## src/rtl/uart_wb_host_if.sv

```systemverilog
// Register-port bus between the UART host initiator and the uart slave.
// The host drives strobe, phase clock, address, direction and write data.
interface uart_wb_host_if;
    logic [1:0] wb_addr;
    logic [7:0] wb_data_out;
    logic [7:0] wb_data_in;
    logic       wb_we;
    logic       wb_clk;
    logic       wb_stb;
    logic       wb_ack;

    modport master (
        output wb_addr, wb_data_out, wb_we, wb_clk, wb_stb,
        input  wb_data_in, wb_ack
    );

    modport slave (
        input  wb_addr, wb_data_out, wb_we, wb_clk, wb_stb,
        output wb_data_in, wb_ack
    );
endinterface

```

## src/rtl/uart_wb_host.sv

```systemverilog
// Command/response front end that runs the four-phase stb/clk/ack
// handshake on the UART register port, with a per-phase ack timeout.
module uart_wb_host #(
    parameter int HOLD_CYCLES = 2,
    parameter int TIMEOUT     = 255
) (
    input  logic       clk,
    input  logic       reset,
    input  logic       cmd_valid,
    output logic       cmd_ready,
    input  logic       cmd_write,
    input  logic [1:0] cmd_addr,
    input  logic [7:0] cmd_data,
    output logic       rsp_valid,
    output logic [7:0] rsp_data,
    output logic       rsp_err,
    output logic       busy,
    uart_wb_host_if.master wb
);

    typedef enum logic [1:0] {
        IDLE,
        STROBE,
        HOLD,
        RELEASE
    } state_t;

    localparam logic [15:0] TMO_LAST  = 16'(TIMEOUT - 1);
    localparam logic [15:0] HOLD_INIT = 16'(HOLD_CYCLES - 1);

    state_t      state;
    logic [15:0] tmo_cnt;
    logic [15:0] hold_cnt;
    logic [1:0]  addr_q;
    logic [7:0]  data_q;
    logic        we_q;
    logic        stb_q;
    logic        clk_q;

    assign wb.wb_addr     = addr_q;
    assign wb.wb_data_out = data_q;
    assign wb.wb_we       = we_q;
    assign wb.wb_stb      = stb_q;
    assign wb.wb_clk      = clk_q;

    // A stuck-high ack from a previous aborted cycle blocks new commands.
    assign cmd_ready = (state == IDLE) && !wb.wb_ack;

    // Handshake sequencer with registered bus and response outputs.
    always_ff @(posedge clk) begin
        if (reset) begin
            state     <= IDLE;
            tmo_cnt   <= '0;
            hold_cnt  <= '0;
            addr_q    <= '0;
            data_q    <= '0;
            we_q      <= 1'b0;
            stb_q     <= 1'b0;
            clk_q     <= 1'b0;
            rsp_valid <= 1'b0;
            rsp_data  <= '0;
            rsp_err   <= 1'b0;
            busy      <= 1'b0;
        end else begin
            rsp_valid <= 1'b0;
            unique case (state)
                IDLE: begin
                    if (cmd_valid && cmd_ready) begin
                        addr_q  <= cmd_addr;
                        data_q  <= cmd_data;
                        we_q    <= ~cmd_write;
                        stb_q   <= 1'b1;
                        clk_q   <= 1'b1;
                        tmo_cnt <= '0;
                        busy    <= 1'b1;
                        state   <= STROBE;
                    end
                end
                STROBE: begin
                    if (wb.wb_ack) begin
                        // The ack cycle itself is the first hold cycle.
                        if (HOLD_CYCLES <= 1) begin
                            clk_q   <= 1'b0;
                            tmo_cnt <= '0;
                            state   <= RELEASE;
                        end else begin
                            hold_cnt <= HOLD_INIT;
                            state    <= HOLD;
                        end
                    end else if (tmo_cnt == TMO_LAST) begin
                        stb_q     <= 1'b0;
                        clk_q     <= 1'b0;
                        rsp_valid <= 1'b1;
                        rsp_err   <= 1'b1;
                        rsp_data  <= '0;
                        busy      <= 1'b0;
                        state     <= IDLE;
                    end else begin
                        tmo_cnt <= tmo_cnt + 16'd1;
                    end
                end
                HOLD: begin
                    if (hold_cnt <= 16'd1) begin
                        clk_q   <= 1'b0;
                        tmo_cnt <= '0;
                        state   <= RELEASE;
                    end else begin
                        hold_cnt <= hold_cnt - 16'd1;
                    end
                end
                RELEASE: begin
                    if (!wb.wb_ack) begin
                        stb_q     <= 1'b0;
                        rsp_valid <= 1'b1;
                        rsp_err   <= 1'b0;
                        rsp_data  <= we_q ? wb.wb_data_in : 8'h00;
                        busy      <= 1'b0;
                        state     <= IDLE;
                    end else if (tmo_cnt == TMO_LAST) begin
                        stb_q     <= 1'b0;
                        clk_q     <= 1'b0;
                        rsp_valid <= 1'b1;
                        rsp_err   <= 1'b1;
                        rsp_data  <= '0;
                        busy      <= 1'b0;
                        state     <= IDLE;
                    end else begin
                        tmo_cnt <= tmo_cnt + 16'd1;
                    end
                end
            endcase
        end
    end

endmodule

```

## src/flat_wrapper.sv

```systemverilog
// flat-port wrapper written by rule: the top's interface ports become plain ports
module uart_wb_host_flat 
#(
    parameter int HOLD_CYCLES = 2,
    parameter int TIMEOUT     = 255
)
  (clk, reset, cmd_valid, cmd_ready, cmd_write, cmd_addr, cmd_data, rsp_valid, rsp_data, rsp_err, busy, wb_wb_addr, wb_wb_data_out, wb_wb_we, wb_wb_clk, wb_wb_stb, wb_wb_data_in, wb_wb_ack);
  uart_wb_host_if wb_i ();
  input  logic clk;
  input  logic reset;
  input  logic cmd_valid;
  output logic cmd_ready;
  input  logic cmd_write;
  input  logic [1:0] cmd_addr;
  input  logic [7:0] cmd_data;
  output logic rsp_valid;
  output logic [7:0] rsp_data;
  output logic rsp_err;
  output logic busy;
  output wire logic [$bits(wb_i.wb_addr)-1:0] wb_wb_addr;
  output wire logic [$bits(wb_i.wb_data_out)-1:0] wb_wb_data_out;
  output wire logic [$bits(wb_i.wb_we)-1:0] wb_wb_we;
  output wire logic [$bits(wb_i.wb_clk)-1:0] wb_wb_clk;
  output wire logic [$bits(wb_i.wb_stb)-1:0] wb_wb_stb;
  input wire logic [$bits(wb_i.wb_data_in)-1:0] wb_wb_data_in;
  input wire logic [$bits(wb_i.wb_ack)-1:0] wb_wb_ack;
  assign wb_wb_addr = wb_i.wb_addr;
  assign wb_wb_data_out = wb_i.wb_data_out;
  assign wb_wb_we = wb_i.wb_we;
  assign wb_wb_clk = wb_i.wb_clk;
  assign wb_wb_stb = wb_i.wb_stb;
  assign wb_i.wb_data_in = wb_wb_data_in;
  assign wb_i.wb_ack = wb_wb_ack;
  uart_wb_host #(.HOLD_CYCLES(HOLD_CYCLES), .TIMEOUT(TIMEOUT)) u_core (.clk(clk), .reset(reset), .cmd_valid(cmd_valid), .cmd_ready(cmd_ready), .cmd_write(cmd_write), .cmd_addr(cmd_addr), .cmd_data(cmd_data), .rsp_valid(rsp_valid), .rsp_data(rsp_data), .rsp_err(rsp_err), .busy(busy), .wb(wb_i));
endmodule
```

## config.mk

```make
export PLATFORM = sky130hd
export DESIGN_NAME = uart_wb_host_flat
export DESIGN_NICKNAME = d
export VERILOG_FILES = /design/src/rtl/uart_wb_host_if.sv /design/src/rtl/uart_wb_host.sv /design/src/flat_wrapper.sv
export SDC_FILE = /design/constraint.sdc
export NUM_CORES = 1
export LEC_CHECK = 0
export BUFFER_PORTS_ARGS = -buffer_cell sky130_fd_sc_hd__buf_2
export CORE_MARGIN = 1.5
export CORE_UTILIZATION = 50
export DETAILED_ROUTE_END_ITERATION = 16
export PLACE_DENSITY = 0.75
export RECOVER_POWER = 50
export SLEW_MARGIN = 0
export SYNTH_ARGS = -nofsm -noshare
export SYNTH_HDL_FRONTEND = slang
export SYNTH_SLANG_ARGS = --single-unit
export TNS_END_PERCENT = 50
```

## constraint.sdc

```tcl
create_clock -name clk -period 2.05 [get_ports clk]
set_input_delay 0.205 -clock clk [delete_from_list [all_inputs] [get_ports clk]]
set_output_delay 0.205 -clock clk [all_outputs]
set_load 0.005 [all_outputs]
```

==> impl_metrics.tcl, run 1 <==
set metrics [dict create \
    placed_cell_area_mm2 0.003266 \
    async_flop_share_pct 0 \
    whs_ns 0.06335 \
    post-place-cells 461 \
    crit_path_cell_trace "or4_4 -> nor3_4 -> a21oi_2 -> buf_4 -> or4_1 -> a21oi_1" \
    leakage_nw 1.374 \
    antenna_cells 0 \
    drive_above_1_share_pct 26.54 \
    critPathLaunch "u_core.hold_cnt[9]$_SDFFE_PP0P_" \
    place_congestion 0.8866 \
    synth_top_cells_by_count "dfxtp_1 (58), nand2_1 (42), nor2_1 (34)" \
    fp.dieH_um 77.25 \
    top_level_ports 48 \
    endpoint_kind "register" \
    min_from "cmd_write" \
    crit_arrival_ns 2.30 \
    max_freq_ghz 0.4927 \
    setup_violations 0 \
    reg2reg_from "u_core.hold_cnt[9]$_SDFFE_PP0P_" \
    core_mm2 0.005205 \
    syn_avg_cell_area_um2 8.327 \
    synth_area_mm2 0.002756 \
    yosysTopAreaCellShare_pct 42.12 \
    synth_edf_count 0 \
    ys_seq_area_share_pct 42.12 \
    n_fill_cell 420 \
    clk_path_buf_depth 2 \
    yosys.cell_types.count 47 \
    first_pass_iters 4 \
    finalInstanceArea_mm2 0.003567 \
    ir_drop_mv 0.4329 \
    grt_pass1_vias 2420 \
    drtIter0Drc 108 \
    grt_pass1_wl_um 11100 \
    synth_ff_type "dfxtp_1" \
    power.total_mw 2.792 \
    synth-seq-cells 58 \
    drtAntennaViolNets 0 \
    ys.warnings.count 0 \
    critPathMaxStageDelay_ns 0.56 \
    portBuffers 47 \
    crit_type "register to register" \
    cts.clk_slew.worst_paths_ns 0.06 \
    fin_cells 477 \
    cp_slowest_cell "or4_4" \
    drv_cap 0 \
    h-tree-depth 3 \
    vias_per_cell 5.591 \
    die-area_mm2 0.005968 \
    slew_violations 0 \
    min_path_type "primary input to register" \
    nets 429 \
    area_delta_synth_final_pct 29.41 \
    tightest_slew_ns 0.6277 \
    clockRootBuffer "clkbuf_8" \
    tritoncts "done" \
    cts.sinks 58 \
    numCtsBuffers 9 \
    avgRoutedWirePerCell_um 13.79 \
    yosysMostFrequentCell "dfxtp_1" \
    dp_hpwl_um 4559 \
    rsz0062_at_grt "yes" \
    grt_start_max_net_pins 23 \
    routed-via-count 2667 \
    die_x_um 77.25 \
    drc_errors 0 \
    postCtsSetupBuffers 0 \
    finClkSkew_ns 0.006492 \
    synth_top_area_cell "dfxtp_1" \
    gr-total-overflow 0 \
    synthCells 331 \
    min_period_ns 2.029 \
    crit_required_ns 2.32 \
    grt_usage_pct 23.51 \
    num_rows 26 \
    post-route-period-util_pct 99.00 \
    finalHoldViolCount 0 \
    synth_area_leaders "dfxtp_1 (42%), nand2_1 (5.7%), nor2_1 (4.6%)" \
    status "finished, final reports clean" \
    initial_utilization_pct 52.96 \
    postRouteWirelength_um 6580 \
    p_per_area_mw_per_mm2 782.6 \
    start_kind "register" \
    synth_nets 358 \
    antenna_found_initial 0 \
    clk_latency_ns 0.34 \
    critical_path_peak_fanout 9 \
    max-slew-margin-rel_pct 58.15 \
]
==> state kept, by name, indices dropped and copies added (netlist names) <==
name / flops
u_core.hold_cnt: 16
u_core.tmo_cnt: 16
u_core.rsp_data: 8
u_core.wb.wb_data_out: 8
u_core.state: 2
u_core.wb.wb_addr: 2
u_core.busy: 1
u_core.rsp_err: 1
u_core.rsp_valid: 1
u_core.wb.wb_clk: 1
u_core.wb.wb_stb: 1
u_core.wb.wb_we: 1
==> what timing repair did <==
| item | 4_1_cts | 5_1_grt |
|---|---|---|
| hold buffers | 0 | 0 |
| resized for setup | 6 | 16 |
| endpoints found under the setup margin | 4 | 28 |
| pin swaps | 2 | 8 |
==> kinds of logic (layout without fill, tap and decap cells) <==
kind of cell	count (synthesis)	count (layout)	share of synthesized area [%]
and+or+nand+nor	160	160	30.19
AOI/OAI and AO/OA	66	66	16.39
DFF	58	58	42.12
buffers and inverters	26	102	3.722
xor gates and xnor gates	9	9	2.860
muxes	8	8	2.905
adders and majority gates	4	4	1.816
==> area by class of cell <==
cell class | count | area (um^2) | area share (%)
timing repair buffer | 78 | 476.7 | 13.36
clock inverter | 4 | 48.80 | 1.368
multi-input combinational | 247 | 1595 | 44.72
tap | 70 | 87.58 | 2.455
clock buffer | 12 | 165.2 | 4.630
inverter | 8 | 30.03 | 0.8418
sequential | 58 | 1164 | 32.62
==> worst max-delay path, delay by kind of cell, from the launching register on <==
kind            cells  cell delay (ns)
simple gates        3             1.21
flops               1             0.31
buf+inv             1             0.18
compound gates      2             0.26
==> report_power, final <==
group          internal [mW]  switching, mW
clock network          0.658          0.442
registers               1.16         0.0279
logic                  0.208          0.292
==> metrics by stage <==
step           utilization (%)  worst slack (ns)  setup TNS [ns]
3_5_place_dp             62.74          -0.03294        -0.03294
6_report                 68.53           0.02056               0
4_1_cts                  67.50         -0.001260       -0.001260
3_3_place_gp             62.74         -0.001791       -0.001791
5_1_grt                  68.53          -0.08314         -0.5951
2_1_floorplan                -         -0.009537        -0.02853
==> worst paths after layout <==
path / cells after the start / slack, ns / endpoint
max: 6 / 0.02 / u_core.tmo_cnt[9]$_SDFFE_PP0P_
min: 2 / 0.06 / u_core.wb.wb_we$_SDFFE_PP0P_
max reg2reg: 6 / 0.02 / u_core.tmo_cnt[9]$_SDFFE_PP0P_
min reg2reg: 2 / 0.45 / u_core.wb.wb_data_out[7]$_SDFFE_PP0P_
==> cells in the final DEF (no fill, tap or decap), types with 2 or more instances in the layout <==
cell	netlist	routed
xnor2_1	9	9
nor4_4	0	2
buf_4	1	28
nand2b_1	5	5
or2_2	3	3
a31oi_1	3	3
dfxtp_2	0	2
clkinv_2	0	2
clkbuf_8	0	12
clkbuf_1	15	11
a21oi_1	22	21
a22oi_1	8	8
buf_2	1	37
nand3_1	9	9
nor2b_1	2	2
nor2_1	34	34
or4_1	9	9
nand4_1	9	9
o31ai_1	8	8
nand2_1	42	42
nand4b_1	3	3
nor4_1	8	5
inv_1	8	8
a21oi_2	1	2
dfxtp_1	58	56
ha_1	4	4
a31o_2	2	2
or3_1	10	9
nor3_1	12	12
a211oi_1	5	4
o21ai_0	3	3
a2111oi_2	1	4
and2_1	3	3
mux2i_1	8	8
buf_12	0	2
and3_1	3	3
==> routing by layer <==
layer / vias to the layer above / global-route usage, % / routed length (um)
met5: - / 0 / 0
li1: 1358 / - / -
met4: 0 / 6.545 / 77
met2: 51 / 39.21 / 3285
met1: 1248 / 28.57 / 2964
met3: 10 / 8.214 / 253
Note: power is estimated with default switching activity, not from simulation.
==> inputs of run 2 (changes only) <==
--- a/config.mk
+++ b/config.mk
@@ -11,6 +11,7 @@
 export DETAILED_ROUTE_END_ITERATION = 16
 export PLACE_DENSITY = 0.75
 export RECOVER_POWER = 50
+export REMOVE_ABC_BUFFERS = 1
 export SLEW_MARGIN = 0
 export SYNTH_ARGS = -nofsm -noshare
 export SYNTH_HDL_FRONTEND = slang
==> run 2 against run 1 <==
The flow now finishes with violations (setup timing). Sequential power barely moved. Global-route usage rose by 1.2 points. Register-to-register slack got worse by 0.05 ns. Utilization fell by 0.79 points. Final area fell by 1.2%. Critical path type unchanged. Highest routed layer unchanged. Final cell count rose by 0.63%. Clock skew rose by 0.0040 ns.
==> impl_metrics.tcl, run 2 (synthesis gave the netlist of run 1 again) <==
set metrics [dict create \
    status "finished, violations left" \
    violations "setup timing" \
    final_cell_mix "dfxtp_1 (56), nand2_1 (42), buf_2 (35), nor2_1 (34), buf_4 (31)" \
    finClkSkew_ns 0.01048 \
    min_from "cmd_write" \
    tightest_slew_ns 0.6490 \
    finalHoldViolCount 0 \
    first_pass_iters 4 \
    num_rows 26 \
    cts.sinks 58 \
    nets 432 \
    core_mm2 0.005205 \
    grt_start_max_net_pins 33 \
    layout_commonest_cell "dfxtp_1" \
    grt_pass1_wl_um 11790 \
    portBuffers 47 \
    clk_path_buf_depth 2 \
    initial_utilization_pct 52.96 \
    crit_path_cell_trace "or4_4 -> nor3_4 -> a21oi_2 -> buf_12 -> or4_1 -> a21oi_2" \
    h-tree-depth 3 \
    critPathMaxStageDelay_ns 0.57 \
    dp_hpwl_um 4819 \
    min_period_ns 2.081 \
    cpMostUsedCell "a21oi_2" \
    max_freq_ghz 0.4806 \
    setup_tns_ns -0.09485 \
    routed-via-count 2681 \
    crit_required_ns 2.32 \
    drtIter0Drc 124 \
    max-slew-margin-rel_pct 56.73 \
    ff2ff_setup_slack_ns -0.03 \
    fin_ws_ns -0.03080 \
    clockRootBuffer "clkbuf_8" \
    numCtsBuffers 9 \
    clk_latency_ns 0.34 \
    rr_worst_depth 6 \
    holdPathEnd "u_core.wb.wb_we$_SDFFE_PP0P_" \
    drive_above_1_share_pct 25.37 \
    crit_arrival_ns 2.35 \
    tritoncts "done" \
    r2r_end "u_core.tmo_cnt[7]$_SDFFE_PP0P_" \
    drc_errors 0 \
    p_per_area_mw_per_mm2 783.8 \
    post-route-period-util_pct 101.5 \
    area_delta_synth_final_pct 27.92 \
    postCtsSetupBuffers 0 \
    min_path_type "primary input to register" \
    vias_per_cell 5.585 \
    postRouteWirelength_um 6989 \
    crit_type "register to register" \
    start_kind "register" \
    drv_cap 0 \
    ir_drop_mv 0.5838 \
    critical_path_peak_fanout 17 \
    place_congestion 0.8424 \
    antenna_found_initial 0 \
    hold_depth 2 \
    rsz0062_at_grt "yes" \
    whs_ns 0.03985 \
    fp.dieH_um 77.25 \
    endpoint_kind "register" \
    setup_violations 5 \
    drtAntennaViolNets 0 \
    die_x_um 77.25 \
    leakage_nw 1.380 \
    gr-total-overflow 0 \
    cp_slowest_cell "or4_4" \
    cts.clk_slew.worst_paths_ns 0.07 \
    top_level_ports 48 \
    slew_violations 0 \
    avgRoutedWirePerCell_um 14.56 \
    reg2reg_from "u_core.hold_cnt[7]$_SDFFE_PP0P_" \
    die-area_mm2 0.005968 \
    grt_usage_pct 24.76 \
    reg_top3 "u_core.hold_cnt (16), u_core.tmo_cnt (16)" \
    grt_pass1_vias 2593 \
    antenna_cells 0 \
]
## run 2: cell type report
| cell class | count | area, um^2 |
|---|---|---|
| clock inverter | 4 | 48.80 |
| clock buffer | 12 | 165.2 |
| tap | 70 | 87.58 |
| timing repair buffer | 81 | 488.0 |
| multi-input combinational | 247 | 1543 |
| inverter | 8 | 30.03 |
| fill | 463 | 1679 |
| sequential | 58 | 1164 |
## run 2: per-stage QoR
| step | utilization [%] | std cells | power [mW] | area (um^2) | setup slack, ns |
|---|---|---|---|---|---|
| floorplan | - | 313 | 1.443 | 2684 | -0.09848 |
| global placement | 62.91 | 464 | 1.626 | 3274 | -0.01415 |
| detailed placement | 62.91 | 464 | 1.639 | 3274 | -0.05667 |
| CTS | 67.36 | 480 | 2.769 | 3506 | -0.01940 |
| global route | 67.74 | 480 | 2.883 | 3526 | -0.08982 |
| finish | 67.74 | 480 | 2.764 | 3526 | -0.03080 |
## run 2: layer usage
metal / routed length [um] / track usage [%] / up-vias
li1: - / - / 1357
met5: 0 / 0 / -
met2: 3468 / 39.91 / 73
met1: 3141 / 31.01 / 1244
met3: 311 / 7.024 / 7
met4: 68 / 10.00 / 0
## run 2: worst max path at each step
stage / startpoint / end / cells after the start
final: u_core.hold_cnt[7]$_SDFFE_PP0P_ / u_core.tmo_cnt[7]$_SDFFE_PP0P_ / 6
after global routing: u_core.hold_cnt[7]$_SDFFE_PP0P_ / u_core.tmo_cnt[7]$_SDFFE_PP0P_ / 6
after CTS: u_core.hold_cnt[7]$_SDFFE_PP0P_ / u_core.tmo_cnt[12]$_SDFFE_PP0P_ / 6
after detailed placement: u_core.hold_cnt[7]$_SDFFE_PP0P_ / u_core.tmo_cnt[12]$_SDFFE_PP0P_ / 6
after global placement: u_core.hold_cnt[7]$_SDFFE_PP0P_ / u_core.tmo_cnt[2]$_SDFFE_PP0P_ / 6
after floorplan: u_core.hold_cnt[0]$_SDFFE_PP0P_ / u_core.tmo_cnt[10]$_SDFFE_PP0P_ / 6
## run 2: power by group
part	switching (mW)	internal, mW	total (mW)
clock	0.460	0.658	1.12
sequential	0.0279	1.16	1.19
combinational	0.260	0.194	0.454
## run 2: worst max-delay path: cells and delay by family (launching register included)
| family | cells | cell delay [ns] |
|---|---|---|
| DFF | 1 | 0.31 |
| AOI/OAI and AO/OA | 2 | 0.27 |
| and+or+nand+nor | 3 | 1.26 |
| buffers and inverters | 1 | 0.17 |
## run 2: what timing repair did
action,in CTS,in global routing
endpoints found under the hold margin,0,0
hold buffers,0,0
endpoints found under the setup margin,10,21
resized for setup,3,12
pin swaps,1,0
==> inputs of run 3 (changes only) <==
--- a/config.mk
+++ b/config.mk
@@ -9,9 +9,10 @@
 export CORE_MARGIN = 1.5
 export CORE_UTILIZATION = 50
 export DETAILED_ROUTE_END_ITERATION = 16
-export PLACE_DENSITY = 0.75
+export PLACE_DENSITY = 0.8
 export RECOVER_POWER = 50
 export REMOVE_ABC_BUFFERS = 1
+export SETUP_SLACK_MARGIN = 0.3
 export SLEW_MARGIN = 0
 export SYNTH_ARGS = -nofsm -noshare
 export SYNTH_HDL_FRONTEND = slang
==> run 3 against run 2 <==
The run still ends with setup timing left. Clock skew is 0.0049 ns lower. Fmax is 0.14% higher. Global-route usage rose by 1.2 points. Sequential cell count is the same. First-iteration DRC count up 51%. Sequential power barely moved. Non-clock buffer count increased by 3. Critical path depth stayed put. Count of clock-buffer cells in the layout unchanged. Setup slack better by 0.0028 ns. Via count rose by 6.9%. Worst hold slack gained 0.0088 ns.
==> impl_metrics.tcl, run 3 (synthesis gave the netlist of run 1 again) <==
set metrics [dict create \
    endpoint_kind "register" \
    grt_pass1_vias 2732 \
    nets 435 \
    max-slew-margin-rel_pct 47.66 \
    slew_violations 0 \
    fp.dieH_um 77.25 \
    crit_arrival_ns 2.29 \
    clk_path_buf_depth 2 \
    grt_pass1_wl_um 12390 \
    h-tree-depth 3 \
    drv_cap 0 \
    p_seq_share_pct 42.1 \
    num_rows 26 \
    min_period_ns 2.078 \
    finClkSkew_ns 0.005605 \
    final_cell_mix "dfxtp_1 (49), nand2_1 (41), nor2_1 (34), buf_2 (28), buf_4 (25)" \
    violations "setup timing" \
    cts.sinks 58 \
    crit_required_ns 2.26 \
    leakage_nw 1.386 \
    post-route-period-util_pct 101.4 \
    vias_per_cell 5.934 \
    critPathLaunch "u_core.hold_cnt[7]$_SDFFE_PP0P_" \
    core_mm2 0.005205 \
    p_per_area_mw_per_mm2 754.5 \
    p_switching_mw 0.8222 \
    pwr-share-comb_pct 21.1 \
    tightest_slew_ns 0.7835 \
    power.total_mw 2.840 \
    first_pass_iters 5 \
    drtIter0Drc 187 \
    die_x_um 77.25 \
    p_clk_share_pct 36.8 \
    avgRoutedWirePerCell_um 16.20 \
    start_kind "register" \
    area_delta_synth_final_pct 36.59 \
    reg2reg_from "u_core.hold_cnt[7]$_SDFFE_PP0P_" \
    routed-via-count 2866 \
    cts.clk_slew.worst_paths_ns 0.07 \
    crit_type "register to register" \
    status "finished, violations left" \
    fin_ws_ns -0.02796 \
    ff2ff_setup_slack_ns -0.03 \
    dp_hpwl_um 4906 \
    die-area_mm2 0.005968 \
    gr-total-overflow 0 \
    grt_usage_pct 25.95 \
    clockRootBuffer "clkbuf_8" \
    min_path_type "primary input to register" \
    r2r_end "u_core.hold_cnt[13]$_SDFFE_PP0P_" \
    numCtsBuffers 9 \
    antenna_cells 0 \
    drtAntennaViolNets 0 \
    switching_share_pct 28.95 \
    setup_violations 3 \
    top_level_ports 48 \
    n_fill_cell 395 \
    ir_drop_mv 0.5333 \
    critical_path_peak_fanout 4 \
    grt_start_max_net_pins 34 \
    postRouteWirelength_um 7825 \
    rsz0062_at_grt "yes" \
    max_freq_ghz 0.4812 \
    p_int_mw 2.018 \
    cp-endpoint "u_core.hold_cnt[13]$_SDFFE_PP0P_" \
    rr_worst_depth 6 \
    clk_latency_ns 0.34 \
    tritoncts "done" \
    layout_commonest_cell "dfxtp_1" \
    drc_errors 0 \
    drive_above_1_share_pct 30.99 \
    antenna_found_initial 0 \
    initial_utilization_pct 52.96 \
    finish.utilization_pct 72.33 \
    portBuffers 47 \
    reg_top3 "u_core.hold_cnt (16), u_core.tmo_cnt (16)" \
    finalHoldViolCount 0 \
    place_congestion 0.9332 \
]
==> run 3: changes by cell type in the layout (fill, tap and decap cells not counted), moves of 3 or more <==
cell and delta:
nor4_1 -3, dfxtp_1 -7, buf_4 -6, buf_6 +7, clkbuf_1 +9, buf_2 -7, nor4_2 +3, dfxtp_2 +5
==> run 3: cell type report <==
cell class | count | area [um^2] | area share [%]
Clock inverter | 4 | 51.30 | 1.363
Tap cell | 70 | 87.58 | 2.326
Timing Repair Buffer | 84 | 550.5 | 14.62
Clock buffer | 12 | 145.1 | 3.855
Inverter | 8 | 30.03 | 0.7976
Multi-Input combinational cell | 247 | 1723 | 45.76
Sequential cell | 58 | 1177 | 31.27
==> run 3: metal layers <==
metal  up-vias  track usage [%]  part of all wire [%]
li1       1365                -                     -
met1      1384            30.24                    40
met2       102            43.95                    52
met3        15            8.690                   5.9
met4         0            9.636                   1.6
met5         -                0                     0
==> run 3: stage by stage <==
| stage | TNS (ns) | instances | hold slack [ns] | cell area (um^2) | setup slack [ns] |
|---|---|---|---|---|---|
| floorplan | -0.9435 | 313 | 0.2741 | 2684 | -0.09848 |
| global placement | 0 | 459 | 0.3874 | 3237 | 0.002094 |
| detailed placement | -0.4237 | 459 | 0.4004 | 3237 | -0.08460 |
| CTS | 0 | 477 | 0.03642 | 3562 | 0.003366 |
| global route | -0.7935 | 483 | 0.03617 | 3765 | -0.1072 |
| finish | -0.05127 | 483 | 0.04861 | 3765 | -0.02796 |
==> run 3: worst max-delay path, stage by stage (launching register included) <==
cell	delay (ns)
dfxtp_2	0.34
or4_4	0.55
buf_4	0.16
or3b_4	0.43
a2111oi_4	0.24
xnor2_1	0.18
nor2_1	0.07
==> run 3: repair_timing <==
| item | in CTS | in global routing |
|---|---|---|
| setup endpoints to repair | 40 | 45 |
| gates resized for setup | 17 | 50 |
| buffers inserted | 1 | 6 |
| cloned | 1 | 0 |
| pin swaps | 7 | 23 |
| hold buffers | 0 | 0 |
==> run 3: how the worst min path moves through the flow <==
stage	start	end	slack, ns	cells past startpoint
2_1_floorplan	reset	u_core.hold_cnt[1]$_SDFFE_PP0P_	0.27	1
3_3_place_gp	cmd_write	u_core.wb.wb_we$_SDFFE_PP0P_	0.39	2
3_5_place_dp	cmd_write	u_core.wb.wb_we$_SDFFE_PP0P_	0.40	2
4_1_cts	cmd_write	u_core.wb.wb_we$_SDFFE_PP0P_	0.04	2
5_1_grt	cmd_write	u_core.wb.wb_we$_SDFFE_PP0P_	0.04	2
6_report	cmd_write	u_core.wb.wb_we$_SDFFE_PP0P_	0.05	2
==> run 3: power groups by stage <==
stage / registers (mW) / clock network, mW / logic [mW]
CTS: 1.19 / 1.06 / 0.469
finish: 1.20 / 1.05 / 0.598
floorplan: 1.22 / 0 / 0.227
detailed placement: 1.22 / 0 / 0.405
global route: 1.20 / 1.11 / 0.639
global placement: 1.21 / 0 / 0.395
